--- config.mk ---
export PLATFORM = sky130hd
export DESIGN_NAME = msg_arbiter_rr
export DESIGN_NICKNAME = d
export VERILOG_FILES = /design/src/rtl/msg_arbiter_rr.sv
export SDC_FILE = /design/constraint.sdc
export NUM_CORES = 1
export LEC_CHECK = 0
export CELL_PAD_IN_SITES_DETAIL_PLACEMENT = 2
export CELL_PAD_IN_SITES_GLOBAL_PLACEMENT = 2
export CORE_MARGIN = 4
export CORE_UTILIZATION = 25
export CTS_BUF_LIST = sky130_fd_sc_hd__clkbuf_4 sky130_fd_sc_hd__clkbuf_8
export DETAILED_ROUTE_END_ITERATION = 16
export PLACE_DENSITY = 0.89
export SETUP_SLACK_MARGIN = 0.02
export SLEW_MARGIN = 20
export SYNTH_ARGS = -nofsm -noshare
export SYNTH_HDL_FRONTEND = slang
export SYNTH_SLANG_ARGS = --single-unit
--- constraint.sdc ---
create_clock -name clk -period 8.3 [get_ports clk]
set_input_delay 1.66 -clock clk [delete_from_list [all_inputs] [get_ports clk]]
set_output_delay 1.66 -clock clk [all_outputs]
set_load 0.03 [all_outputs]
--- src/rtl/msg_arbiter_rr.sv ---
// rtl/msg_arbiter_rr.sv - round-robin message arbiter and frame serialiser
//
// Collects messages from N_SRC show-ahead message sources and serialises one
// frame at a time onto a registered valid/ready byte stream:
//   SYNC_BYTE, source index, length L, L payload bytes [, XOR checksum]
//
// Optional feature macro: MSG_ARBITER_CHECKSUM_EN
//   defined   -> checksum byte (XOR of address, length and payload) appended
//   undefined -> no checksum state or accumulator
//
// Ports:
//   clk, rst      clock, asynchronous active-high reset
//   have_msg_bus  per-source "complete message queued" flags
//   len_bus       per-source payload length, bits [8*i+:8]
//   data_bus      per-source current payload byte, bits [8*i+:8]
//   rdreq_bus     per-source one-cycle pop strobe
//   tx_data       frame byte (registered)
//   tx_valid      tx_data valid (registered)
//   tx_ready      downstream accepts the byte
//   busy          frame in progress
module msg_arbiter_rr #(
    parameter int          N_SRC     = 24,
    parameter logic [7:0]  SYNC_BYTE = 8'hA5
) (
    input  logic                 clk,
    input  logic                 rst,
    input  logic [N_SRC-1:0]     have_msg_bus,
    input  logic [8*N_SRC-1:0]   len_bus,
    input  logic [8*N_SRC-1:0]   data_bus,
    output logic [N_SRC-1:0]     rdreq_bus,
    output logic [7:0]           tx_data,
    output logic                 tx_valid,
    input  logic                 tx_ready,
    output logic                 busy
);

    localparam int IW = (N_SRC > 1) ? $clog2(N_SRC) : 1;

    typedef enum logic [2:0] {
        S_IDLE,
        S_SYNC,
        S_ADDR,
        S_LEN,
        S_LOAD,
        S_SEND
`ifdef MSG_ARBITER_CHECKSUM_EN
        , S_CSUM
`endif
    } state_t;

    // State entered once the last header/payload byte has gone out.
`ifdef MSG_ARBITER_CHECKSUM_EN
    localparam state_t S_END = S_CSUM;
`else
    localparam state_t S_END = S_IDLE;
`endif

    state_t          state_q, state_d;
    logic [IW-1:0]   ptr_q, ptr_d;
    logic [IW-1:0]   gnt_q, gnt_d;
    logic [7:0]      len_q, len_d;
    logic [7:0]      cnt_q, cnt_d;
    logic [7:0]      tx_data_q, tx_data_d;
    logic            tx_valid_q, tx_valid_d;
`ifdef MSG_ARBITER_CHECKSUM_EN
    logic [7:0]      csum_q, csum_d;
`endif

    logic            xfer;
    logic            req_found;
    logic [IW-1:0]   req_idx;
    logic [IW-1:0]   ptr_next;
    logic [7:0]      gnt8;

    assign xfer = tx_valid_q && tx_ready;

    // Round-robin search: first requesting index at or above the pointer,
    // wrapping past N_SRC-1. Candidate arithmetic is 10 bits wide so that
    // ptr + k never overflows for N_SRC up to 256.
    always_comb begin
        logic [9:0] cand;
        logic [9:0] inc;
        cand      = '0;
        inc       = '0;
        req_found = 1'b0;
        req_idx   = '0;
        for (int k = 0; k < N_SRC; k++) begin
            cand = 10'(ptr_q) + 10'(k);
            if (cand >= 10'(N_SRC)) begin
                cand = cand - 10'(N_SRC);
            end
            if (!req_found && have_msg_bus[cand[IW-1:0]]) begin
                req_found = 1'b1;
                req_idx   = cand[IW-1:0];
            end
        end
        inc      = 10'(req_idx) + 10'd1;
        ptr_next = (inc >= 10'(N_SRC)) ? '0 : inc[IW-1:0];
    end

    // State register
    always_ff @(posedge clk or posedge rst) begin
        if (rst) begin
            state_q    <= S_IDLE;
            ptr_q      <= '0;
            gnt_q      <= '0;
            len_q      <= '0;
            cnt_q      <= '0;
            tx_data_q  <= '0;
            tx_valid_q <= 1'b0;
`ifdef MSG_ARBITER_CHECKSUM_EN
            csum_q     <= '0;
`endif
        end else begin
            state_q    <= state_d;
            ptr_q      <= ptr_d;
            gnt_q      <= gnt_d;
            len_q      <= len_d;
            cnt_q      <= cnt_d;
            tx_data_q  <= tx_data_d;
            tx_valid_q <= tx_valid_d;
`ifdef MSG_ARBITER_CHECKSUM_EN
            csum_q     <= csum_d;
`endif
        end
    end

    // Next-state logic
    always_comb begin
        state_d    = state_q;
        ptr_d      = ptr_q;
        gnt_d      = gnt_q;
        len_d      = len_q;
        cnt_d      = cnt_q;
        tx_data_d  = tx_data_q;
        tx_valid_d = tx_valid_q;
`ifdef MSG_ARBITER_CHECKSUM_EN
        csum_d     = csum_q;
`endif
        gnt8            = '0;
        gnt8[IW-1:0]    = gnt_q;

        case (state_q)
            S_IDLE: begin
                if (req_found) begin
                    gnt_d      = req_idx;
                    len_d      = len_bus[8*int'(req_idx) +: 8];
                    ptr_d      = ptr_next;
                    cnt_d      = '0;
`ifdef MSG_ARBITER_CHECKSUM_EN
                    csum_d     = '0;
`endif
                    tx_data_d  = SYNC_BYTE;
                    tx_valid_d = 1'b1;
                    state_d    = S_SYNC;
                end
            end
            S_SYNC: begin
                if (xfer) begin
                    tx_data_d = gnt8;
                    state_d   = S_ADDR;
                end
            end
            S_ADDR: begin
                if (xfer) begin
`ifdef MSG_ARBITER_CHECKSUM_EN
                    csum_d    = csum_q ^ tx_data_q;
`endif
                    tx_data_d = len_q;
                    state_d   = S_LEN;
                end
            end
            S_LEN: begin
                if (xfer) begin
`ifdef MSG_ARBITER_CHECKSUM_EN
                    csum_d     = csum_q ^ tx_data_q;
`endif
                    tx_valid_d = 1'b0;
                    state_d    = (len_q == 8'd0) ? S_END : S_LOAD;
                end
            end
            S_LOAD: begin
                // The source FIFO advanced on the previous pop edge, so the
                // granted lane already shows the next byte here.
                tx_data_d  = data_bus[8*int'(gnt_q) +: 8];
                tx_valid_d = 1'b1;
                state_d    = S_SEND;
            end
            S_SEND: begin
                if (xfer) begin
`ifdef MSG_ARBITER_CHECKSUM_EN
                    csum_d     = csum_q ^ tx_data_q;
`endif
                    tx_valid_d = 1'b0;
                    cnt_d      = cnt_q + 8'd1;
                    // Compare in 9 bits so L=255 terminates before the
                    // 8-bit counter wraps.
                    if (({1'b0, cnt_q} + 9'd1) == {1'b0, len_q}) begin
                        state_d = S_END;
                    end else begin
                        state_d = S_LOAD;
                    end
                end
            end
`ifdef MSG_ARBITER_CHECKSUM_EN
            S_CSUM: begin
                // First cycle loads the checksum; stays until it is taken.
                if (!tx_valid_q) begin
                    tx_data_d  = csum_q;
                    tx_valid_d = 1'b1;
                end else if (xfer) begin
                    tx_valid_d = 1'b0;
                    state_d    = S_IDLE;
                end
            end
`endif
            default: begin
                state_d    = S_IDLE;
                tx_valid_d = 1'b0;
            end
        endcase
    end

    // Outputs
    always_comb begin
        rdreq_bus = '0;
        if (state_q == S_SEND && xfer) begin
            rdreq_bus[gnt_q] = 1'b1;
        end
        busy     = (state_q != S_IDLE);
        tx_data  = tx_data_q;
        tx_valid = tx_valid_q;
    end

endmodule

==> results of run 1 <==
[cell usage after synthesis, types with 10 or more instances]
master	count
a211oi_1	23
a21o_1	27
a21oi_1	82
a22oi_1	10
a31oi_1	30
a32oi_1	13
and2_1	10
and3_1	21
buf_1	12
buf_2	24
clkbuf_1	47
dfrtp_1	38
ha_1	30
inv_1	23
mux2_1	15
mux2_2	31
mux2i_1	151
mux4_2	79
nand2_1	114
nand2b_1	16
nand3_1	45
nand3b_1	13
nand4_1	17
nor2_1	108
nor2b_1	14
nor3_1	38
nor4_1	20
o211ai_1	17
o21ai_0	68
o22ai_1	15
or3_1	14
xnor2_1	31
xor2_1	11
[cells by family after synthesis]
| kind of cell | share of synthesized area [%] |
|---|---|
| and+or+nand+nor | 21.5 |
| AOI/OAI and AO/OA | 24.3 |
| muxes | 34.0 |
| buffers and inverters | 5.29 |
| xor gates and xnor gates | 3.24 |
| DFF | 8.38 |
| adders and majority gates | 3.31 |
[where the power goes]
part	switching [W]	internal (W)
Clock	0.0000763	0.0000887
Sequential	0.0000602	0.000219
Combinational	0.00172	0.00117
Total	0.00186	0.00148
[path summary, 6_finish.rpt]
path,start,to,slack (ps),depth (start not counted)
setup / recovery,have_msg_bus[9],len_q[1],780,19
hold / removal,tx_data[6],tx_data[6],520,1
setup reg to reg,ptr_q[2],len_q[1],840,21
hold reg to reg,tx_data[6],tx_data[6],520,1
max in group asynchronous,rst,gnt_q[1],6050,3
min in group asynchronous,rst,tx_data[5],1830,3
[per-stage QoR]
step	std cells	util, %	cell area [um2]
after floorplan	1395	-	11300
after global placement	2378	37.0	16500
after detailed placement	2378	37.0	16500
after CTS	2386	37.2	16600
after global routing	2391	37.2	16600
final	2392	37.3	16600
[final cells by class]
class | instances | share of cell area [%]
Multi-Input combinational cell | 1228 | 59.2
Timing Repair Buffer | 490 | 29.1
Sequential cell | 38 | 5.78
Tap cell | 592 | 4.47
Inverter | 30 | 0.679
Clock buffer | 5 | 0.415
Clock inverter | 3 | 0.241
Antenna cell | 6 | 0.0905
[state kept, by name, indices dropped and copies added (netlist names)]
name and cells:
cnt_q 8, len_q 8, tx_data 8, gnt_q 5, ptr_q 5, state_q 3
tx_valid 1
[worst max-delay path, cell delays in order]
cell,delay (ps)
clkdlybuf4s50_1,570
mux2i_1,140
mux4_2,570
nor4_1,620
a31oi_4,130
nand4_2,230
nor4b_2,140
buf_4,210
a2111oi_0,930
o311ai_0,410
nor4_1,500
a21oi_4,70
buf_12,220
buf_12,240
mux2i_1,160
mux2i_1,160
mux2_2,180
o22ai_1,70
a31oi_1,380
[routing by layer]
layer	global-route usage (%)	part of all wire (%)	vias to the layer above
li1	-	-	6265
met1	36.9	40	7413
met2	51.4	50	616
met3	4.70	6.9	93
met4	7.99	2.8	0
met5	0	0	-
[placed cells by master (no fill, tap or decap), types with 34 or more instances in the layout]
cell,synthesis,layout
clkdlybuf4s50_1,0,444
mux2i_1,151,151
nand2_1,114,114
nor2_1,108,107
a21oi_1,82,81
mux4_2,79,79
o21ai_0,68,68
nand3_1,45,45
buf_4,9,43
nor3_1,38,38
dfrtp_1,38,34
==> flow_metrics.env, run 1 <==
export IMPL_nets=2234
export IMPL_drive_gt1_share_pct=11.6
export IMPL_syn_nets=1836
export IMPL_cts_tree="yes"
export IMPL_vias_per_cell=6.01
export IMPL_place_ws_ps=681
export IMPL_grt_pass1_wl_mm=109
export IMPL_final_setup_tns_ps=0
export IMPL_worst_ep_required_time_ps=8460
export IMPL_min_path_type="reg -> reg"
export IMPL_drc=0
export IMPL_fin_crit_ps=7520
export IMPL_synth_top_cells_by_area="mux4_2 (16%), mux2i_1 (13%), dfrtp_1 (8.4%), nand2_1 (3.8%), a21oi_1 (3.6%)"
export IMPL_synth_edf_count=0
export IMPL_synthArstFlopShare_pct=100
export IMPL_setup_viol=0
export IMPL_gr_total_overflow=0
export IMPL_place_hpwl_mm=63.4
export IMPL_p_leak_nw=6.20
export IMPL_crit_arrival_ps=7680
export IMPL_cts_root_buf="clkbuf_8"
export IMPL_syn_area_um2=11300
export IMPL_worstSetupPathType="in -> reg"
export IMPL_cts_resized=0
export IMPL_synth_top_area_share_pct=15.7
export IMPL_routed_wirelength_mm=75.1
export IMPL_fmax_mhz=133
export IMPL_initial_core_util_pct=25.5
export IMPL_grt_util_all_layers_pct=29.1
export IMPL_rsz0062_at_grt="no"
export IMPL_ant_nets=0
export IMPL_cts_num_sinks=38
export IMPL_yosysTopAreaCell="mux4_2"
export IMPL_io_pins=445
export IMPL_slew_limit_headroom_pct=24.9
export IMPL_cts_buffers=5
export IMPL_ys_seq_area_share_pct=8.38
export IMPL_coreArea_um2=44500
export IMPL_yosysWarnings=0
export IMPL_hold_violations=0
export IMPL_synth_ff_type="dfrtp_1"
export IMPL_cts_max_level=2
export IMPL_clk_pin_slew_ps=90
export IMPL_num_vias=14400
export IMPL_postCtsSetupRepairBufs=0
export IMPL_drv_cap=0
export IMPL_drt_pass1_iterations=5
export IMPL_antenna_found_initial=14
export IMPL_synthCells=1395
export IMPL_peakVddDrop_mv=0.166
export IMPL_layout_setup_ws_ps=785
export IMPL_critPathLaunchType="input port"
export IMPL_port_buffers=444
export IMPL_timing_hold_ws_ps=524
export IMPL_regArea_um2=958
export IMPL_fillCellCount=4961
export IMPL_area_growth_pct=46.1
export IMPL_multi_input_area_um2=9820
export IMPL_drt_iter0_drc=1280
export IMPL_cellPowerDensity_nw_per_um2=201
export IMPL_fin_crit_sh_pct=90.5
export IMPL_status="finished, final reports clean"
export IMPL_hold_buffers=0
export IMPL_die_x_um=221
export IMPL_worst_slew_pin_transition_ps=1100
export IMPL_endpoint_kind="register"
export IMPL_path_max_fanout=46
export IMPL_die_h_um=221
export IMPL_cts_buffer_depth=2
export IMPL_total_power_w=0.00334
export IMPL_fin_skew_ps=13.1
export IMPL_grt_pass1_vias=15600
export IMPL_ys_types=99
export IMPL_avgSynthCellArea_um2=8.14
export IMPL_fp_dieArea_um2=48900
export IMPL_synth_seq_cells=38
export IMPL_grt_max_degree=47
export IMPL_placementRows=77
export IMPL_place_gp_congestion=1.04
export IMPL_clkLatencyLatePin_ps=310
export IMPL_slew_viol_final=0
export IMPL_wl_per_cell_um=31.4
Power figures use the tool's default switching activity.
==> inputs of run 2 (changes only) <==
CORE_UTILIZATION = 37   (was 25)
DONT_BUFFER_PORTS = 1   (was unset)
==> run 2 against run 1 <==
Final cell count decreased by 27%. Register-to-register slack better by 260 ps. Non-clock buffer count decreased by 445. Die area shrank 31%. Sequential share of layout area up 2.3 points. Total power is 9.9% lower. Hold slack improved by 37 ps.
==> flow_metrics.env, run 2 (synthesis gave the netlist of run 1 again) <==
export IMPL_fin_skew_ps=7.84
export IMPL_initial_core_util_pct=37.9
export IMPL_grt_max_degree=52
export IMPL_slew_viol_final=0
export IMPL_num_vias=12600
export IMPL_cp_slowest_cell="ha_1"
export IMPL_cts_resized=0
export IMPL_final_util_pct=39.7
export IMPL_cpPeakStageDelay_ps=760
export IMPL_gr_total_overflow=0
export IMPL_worst_slew_pin_transition_ps=1160
export IMPL_port_buffers=0
export IMPL_hold_violations=0
export IMPL_area_growth_pct=4.74
export IMPL_worst_ep_required_time_ps=8530
export IMPL_place_ws_ps=1220
export IMPL_cts_num_sinks=38
export IMPL_postCtsSetupRepairBufs=0
export IMPL_drt_pass1_iterations=7
export IMPL_final_setup_tns_ps=0
export IMPL_layout_setup_ws_ps=1100
export IMPL_cts_tree="yes"
export IMPL_final_common_cell="mux2i_1"
export IMPL_wl_per_cell_um=34.4
export IMPL_hold_path_depth=1
export IMPL_placementRows=63
export IMPL_p_leak_nw=4.47
export IMPL_layout_cells_non_filler=1752
export IMPL_die_x_um=183
export IMPL_slew_limit_headroom_pct=22.6
export IMPL_status="finished, final reports clean"
export IMPL_worstSetupPathType="reg -> reg"
export IMPL_place_gp_congestion=1.06
export IMPL_routed_wirelength_mm=60.2
export IMPL_cellPowerDensity_nw_per_um2=253
export IMPL_drv_cap=0
export IMPL_cts_buffer_depth=2
export IMPL_io_pins=445
export IMPL_fin_crit_sh_pct=86.8
export IMPL_cts_buffers=5
export IMPL_grt_pass1_vias=13200
export IMPL_hold_buffers=0
export IMPL_place_inst=1731
export IMPL_clk_pin_slew_ps=90
export IMPL_grt_pass1_wl_mm=85.9
export IMPL_crit_arrival_ps=7430
export IMPL_fin_crit_ps=7200
export IMPL_worstRegToRegCells=19
export IMPL_grt_util_all_layers_pct=33.4
export IMPL_critical_path_cell_chain="buf_4 -> ha_1 -> xor2_1 -> ha_1 -> nand2b_1 -> a21oi_1 -> or2_2 -> o21a_1 -> o31a_1 -> or4bb_1 -> or2_4 -> nor4_2 -> a221oi_1 -> a31oi_4 -> buf_4 -> mux2i_1 -> mux2_2 -> o22ai_1 -> a31oi_1"
export IMPL_fp_dieArea_um2=33500
export IMPL_vias_per_cell=7.20
export IMPL_timing_hold_ws_ps=561
export IMPL_endpoint_kind="register"
export IMPL_drive_gt1_share_pct=15.4
export IMPL_nets=1789
export IMPL_fillCellCount=3363
export IMPL_ant_nets=0
export IMPL_rsz0062_at_grt="no"
export IMPL_critPathLaunchType="register"
export IMPL_cts_root_buf="clkbuf_8"
export IMPL_drc=0
export IMPL_mostFrequentLayoutCells="mux2i_1 (151), nand2_1 (114), nor2_1 (107), a21oi_1 (81), mux4_2 (79)"
export IMPL_path_max_fanout=42
export IMPL_die_h_um=183
export IMPL_clkLatencyLatePin_ps=310
export IMPL_setup_viol=0
export IMPL_peakVddDrop_mv=0.130
export IMPL_coreArea_um2=30000
export IMPL_place_hpwl_mm=48.9
export IMPL_antenna_found_initial=16
export IMPL_cts_max_level=2
export IMPL_drt_iter0_drc=1146
export IMPL_min_path_type="reg -> reg"
export IMPL_fmax_mhz=139
[run 2: cell types whose count changed in the layout (fill, tap and decap cells not counted), sizes merged]
| cell | previous run | this run |
|---|---|---|
| bufinv | 1 | 0 |
| clkinvlp | 0 | 1 |
| diode | 6 | 13 |
| clkinv | 5 | 4 |
| clkbuf | 5 | 6 |
| clkdlybuf4s50 | 444 | 0 |
| buf | 46 | 45 |
[run 2: metrics by stage]
stage / total power, W / cell area (um2)
after CTS: 0.00296 / 11800
final: 0.00301 / 11900
after detailed placement: 0.00280 / 11800
after global placement: 0.00269 / 11800
after global routing: 0.00318 / 11900
after floorplan: 0.00206 / 11300
[run 2: cell type report]
class / instances / area [um2] / share of cell area, %
flip-flops and latches: 38 / 957 / 8.05
clock inverters: 2 / 12.5 / 0.105
inverters: 30 / 113 / 0.947
diodes: 13 / 32.5 / 0.274
well taps: 390 / 488 / 4.10
repair buffers: 45 / 375 / 3.16
multi-input cells: 1228 / 9830 / 82.7
clock buffers: 6 / 82.6 / 0.695
[run 2: per-layer routing]
layer | GRT usage, % | wire, um | up-vias | part of all wire [%]
li1 | - | - | 5390 | -
met1 | 42.3 | 23800 | 6355 | 40
met2 | 56.3 | 28800 | 736 | 48
met3 | 6.17 | 4940 | 128 | 8.2
met4 | 13.3 | 2630 | 4 | 4.4
met5 | 0 | 27 | - | 0.045
[run 2: report_power, final]
group | switching, W | internal, W
sequential | 0.000112 | 0.000218
clock | 0.0000814 | 0.0000671
combinational | 0.00155 | 0.000981
[run 2: critical path, delay by kind of cell (launching register included)]
kind                     cells  cell delay, ps
AO/OA/AOI/OAI                7            2140
AND/OR/NAND/NOR              5            1770
adder cells (fa/ha/maj)      2             980
buffers and inverters        2             860
multiplexers                 2             490
XOR/XNOR                     1             430
flip-flops                   1             370
[run 2: worst paths after layout]
path | startpoint | to | slack [ps]
setup / recovery | ptr_q[1] | len_q[7] | 1100
hold / removal | cnt_q[6] | cnt_q[6] | 560
setup reg to reg | ptr_q[1] | len_q[7] | 1100
hold reg to reg | cnt_q[6] | cnt_q[6] | 560
max in group asynchronous | rst | gnt_q[0] | 6540
min in group asynchronous | rst | state_q[1] | 1360
==> inputs of run 3 (changes only) <==
MAX_ROUTING_LAYER = met4   (was unset)
PLACE_DENSITY = unset   (was 0.89)
PLACE_DENSITY_LB_ADDON = 0.1   (was unset)
==> run 3 against run 2 <==
Hold slack lost 17 ps. Global-route usage shrank 0.58 points. Register-to-register slack lost 110 ps. Fmax shrank 1.5%. Core utilization shrank 0.071 points. Final area shrank 0.18%. Setup slack lost 110 ps. Critical path type unchanged. Highest routed layer is now met4. Sequential power shrank 2%. Via count shrank 3.9%. Non-clock buffer count shrank 5. Critical path depth grew 1. Clock-buffer cell count shrank 1.
==> flow_metrics.env, run 3 (synthesis gave the netlist of run 1 again) <==
export IMPL_drt_pass1_iterations=5
export IMPL_cts_buffer_depth=2
export IMPL_port_buffers=0
export IMPL_hold_buffers=0
export IMPL_status="finished, final reports clean"
export IMPL_vias_per_cell=6.97
export IMPL_clkLatencyLatePin_ps=310
export IMPL_grt_util_all_layers_pct=32.8
export IMPL_cts_num_sinks=38
export IMPL_cp_slowest_cell="dfrtp_1"
export IMPL_coreArea_um2=30000
export IMPL_area_growth_pct=4.55
export IMPL_placementRows=63
export IMPL_fin_crit_ps=7310
export IMPL_drt_iter0_drc=852
export IMPL_hold_violations=0
export IMPL_nets=1784
export IMPL_drv_cap=0
export IMPL_endpoint_kind="register"
export IMPL_cts_root_buf="clkbuf_8"
export IMPL_grt_max_degree=66
export IMPL_slew_limit_headroom_pct=33.0
export IMPL_peakVddDrop_mv=0.200
export IMPL_postCtsSetupRepairBufs=0
export IMPL_slew_viol_final=0
export IMPL_cts_tree="yes"
export IMPL_cts_max_level=2
export IMPL_die_x_um=183
export IMPL_p_leak_nw=4.47
export IMPL_wl_per_cell_um=32.6
export IMPL_die_h_um=183
export IMPL_fp_dieArea_um2=33500
export IMPL_min_path_type="reg -> reg"
export IMPL_cts_buffers=5
export IMPL_worst_slew_pin_transition_ps=1000
export IMPL_ant_nets=0
export IMPL_initial_core_util_pct=37.9
export IMPL_drive_gt1_share_pct=15.1
export IMPL_fin_skew_ps=17.7
export IMPL_clk_pin_slew_ps=80
export IMPL_critPathLaunchType="register"
export IMPL_grt_pass1_vias=12900
export IMPL_place_gp_congestion=0.961
export IMPL_path_max_fanout=20
export IMPL_rsz0062_at_grt="no"
export IMPL_critical_path_cell_chain="ha_1 -> a21oi_1 -> xnor2_1 -> inv_1 -> ha_1 -> nand3b_1 -> nand3_1 -> o211a_1 -> a211oi_1 -> o21bai_1 -> nor2_1 -> and4_1 -> and3_1 -> nor3_1 -> nor4bb_1 -> o31ai_4 -> nand3_2 -> a211oi_1 -> or4_1 -> a31oi_1"
export IMPL_setup_worst_path_start="ptr_q[3]"
export IMPL_cellPowerDensity_nw_per_um2=256
export IMPL_gr_total_overflow=0
export IMPL_place_hpwl_mm=46.9
export IMPL_worst_ep_required_time_ps=8530
export IMPL_mostFrequentLayoutCells="mux2i_1 (151), nand2_1 (114), nor2_1 (107), a21oi_1 (81), mux4_2 (79)"
export IMPL_final_cell_area_um2=11900
export IMPL_cts_resized=0
export IMPL_r2r_start="ptr_q[3]"
export IMPL_fin_crit_sh_pct=88.1
export IMPL_grt_pass1_wl_mm=83.0
export IMPL_worstRegToRegCells=20
export IMPL_setup_viol=0
export IMPL_rrSetupSlack_ps=990
export IMPL_cp_endpoint="len_q[7]"
export IMPL_worstSetupPathType="reg -> reg"
export IMPL_routed_wirelength_mm=56.7
export IMPL_dpl_instance_area_um2=11700
export IMPL_final_setup_tns_ps=0
export IMPL_io_pins=445
export IMPL_reg2reg_to="len_q[7]"
export IMPL_drc=0
export IMPL_antenna_found_initial=5
export IMPL_num_vias=12100
export IMPL_cpPeakStageDelay_ps=920
export IMPL_fmax_mhz=137
export IMPL_crit_arrival_ps=7540
export IMPL_final_common_cell="mux2i_1"
## run 3: worst min path at each step
stage             start  endpoint  slack [ps]  cells after the start
4_1_cts        cnt_q[6]  cnt_q[6]         550                      1
3_3_place_gp   cnt_q[6]  cnt_q[6]         530                      1
5_1_grt        cnt_q[2]  cnt_q[2]         600                      1
3_5_place_dp   cnt_q[6]  cnt_q[6]         530                      1
6_report       cnt_q[6]  cnt_q[6]         540                      1
2_1_floorplan  cnt_q[6]  cnt_q[6]         490                      1
## run 3: layer usage
layer	global-route usage (%)	up-vias	share of wire, %
met5	-	-	0
met4	9.86	0	3.3
met3	4.24	85	5.1
met2	53.9	433	49
met1	42.4	6223	43
li1	-	5377	-
## run 3: critical path, delay by kind of cell, from the launching register on
family / cells / cell delay [ps]
AND/OR/NAND/NOR: 9 / 3110
AO/OA/AOI/OAI: 7 / 1870
flip-flops: 1 / 920
adder cells (fa/ha/maj): 2 / 840
XOR/XNOR: 1 / 320
buffers and inverters: 1 / 150
## run 3: metrics by stage
stage          total power (W)  hold WS [ps]  std cells  util (%)  setup slack, ps
2_1_floorplan          0.00206           489       1395         -             1930
5_1_grt                0.00322           604       1738      39.6              765
3_3_place_gp           0.00274           532       1726      39.1             1260
3_5_place_dp           0.00279           534       1726      39.1             1220
6_report               0.00303           545       1738      39.6              985
4_1_cts                0.00300           551       1734      39.6             1120
## run 3: power breakdown
part	internal, W	total (W)	switching (W)
registers	0.000218	0.000325	0.000107
clock network	0.000121	0.000203	0.0000828
logic	0.000976	0.00251	0.00153
## run 3: layout make-up
cell class	instances	area [um2]
antenna	4	10.0
clock buffer	5	68.8
clock inverter	3	68.8
fill	3459	18100
inverter	30	113
multi-input combinational	1228	9820
sequential	38	960
tap	390	488
timing repair buffer	40	338
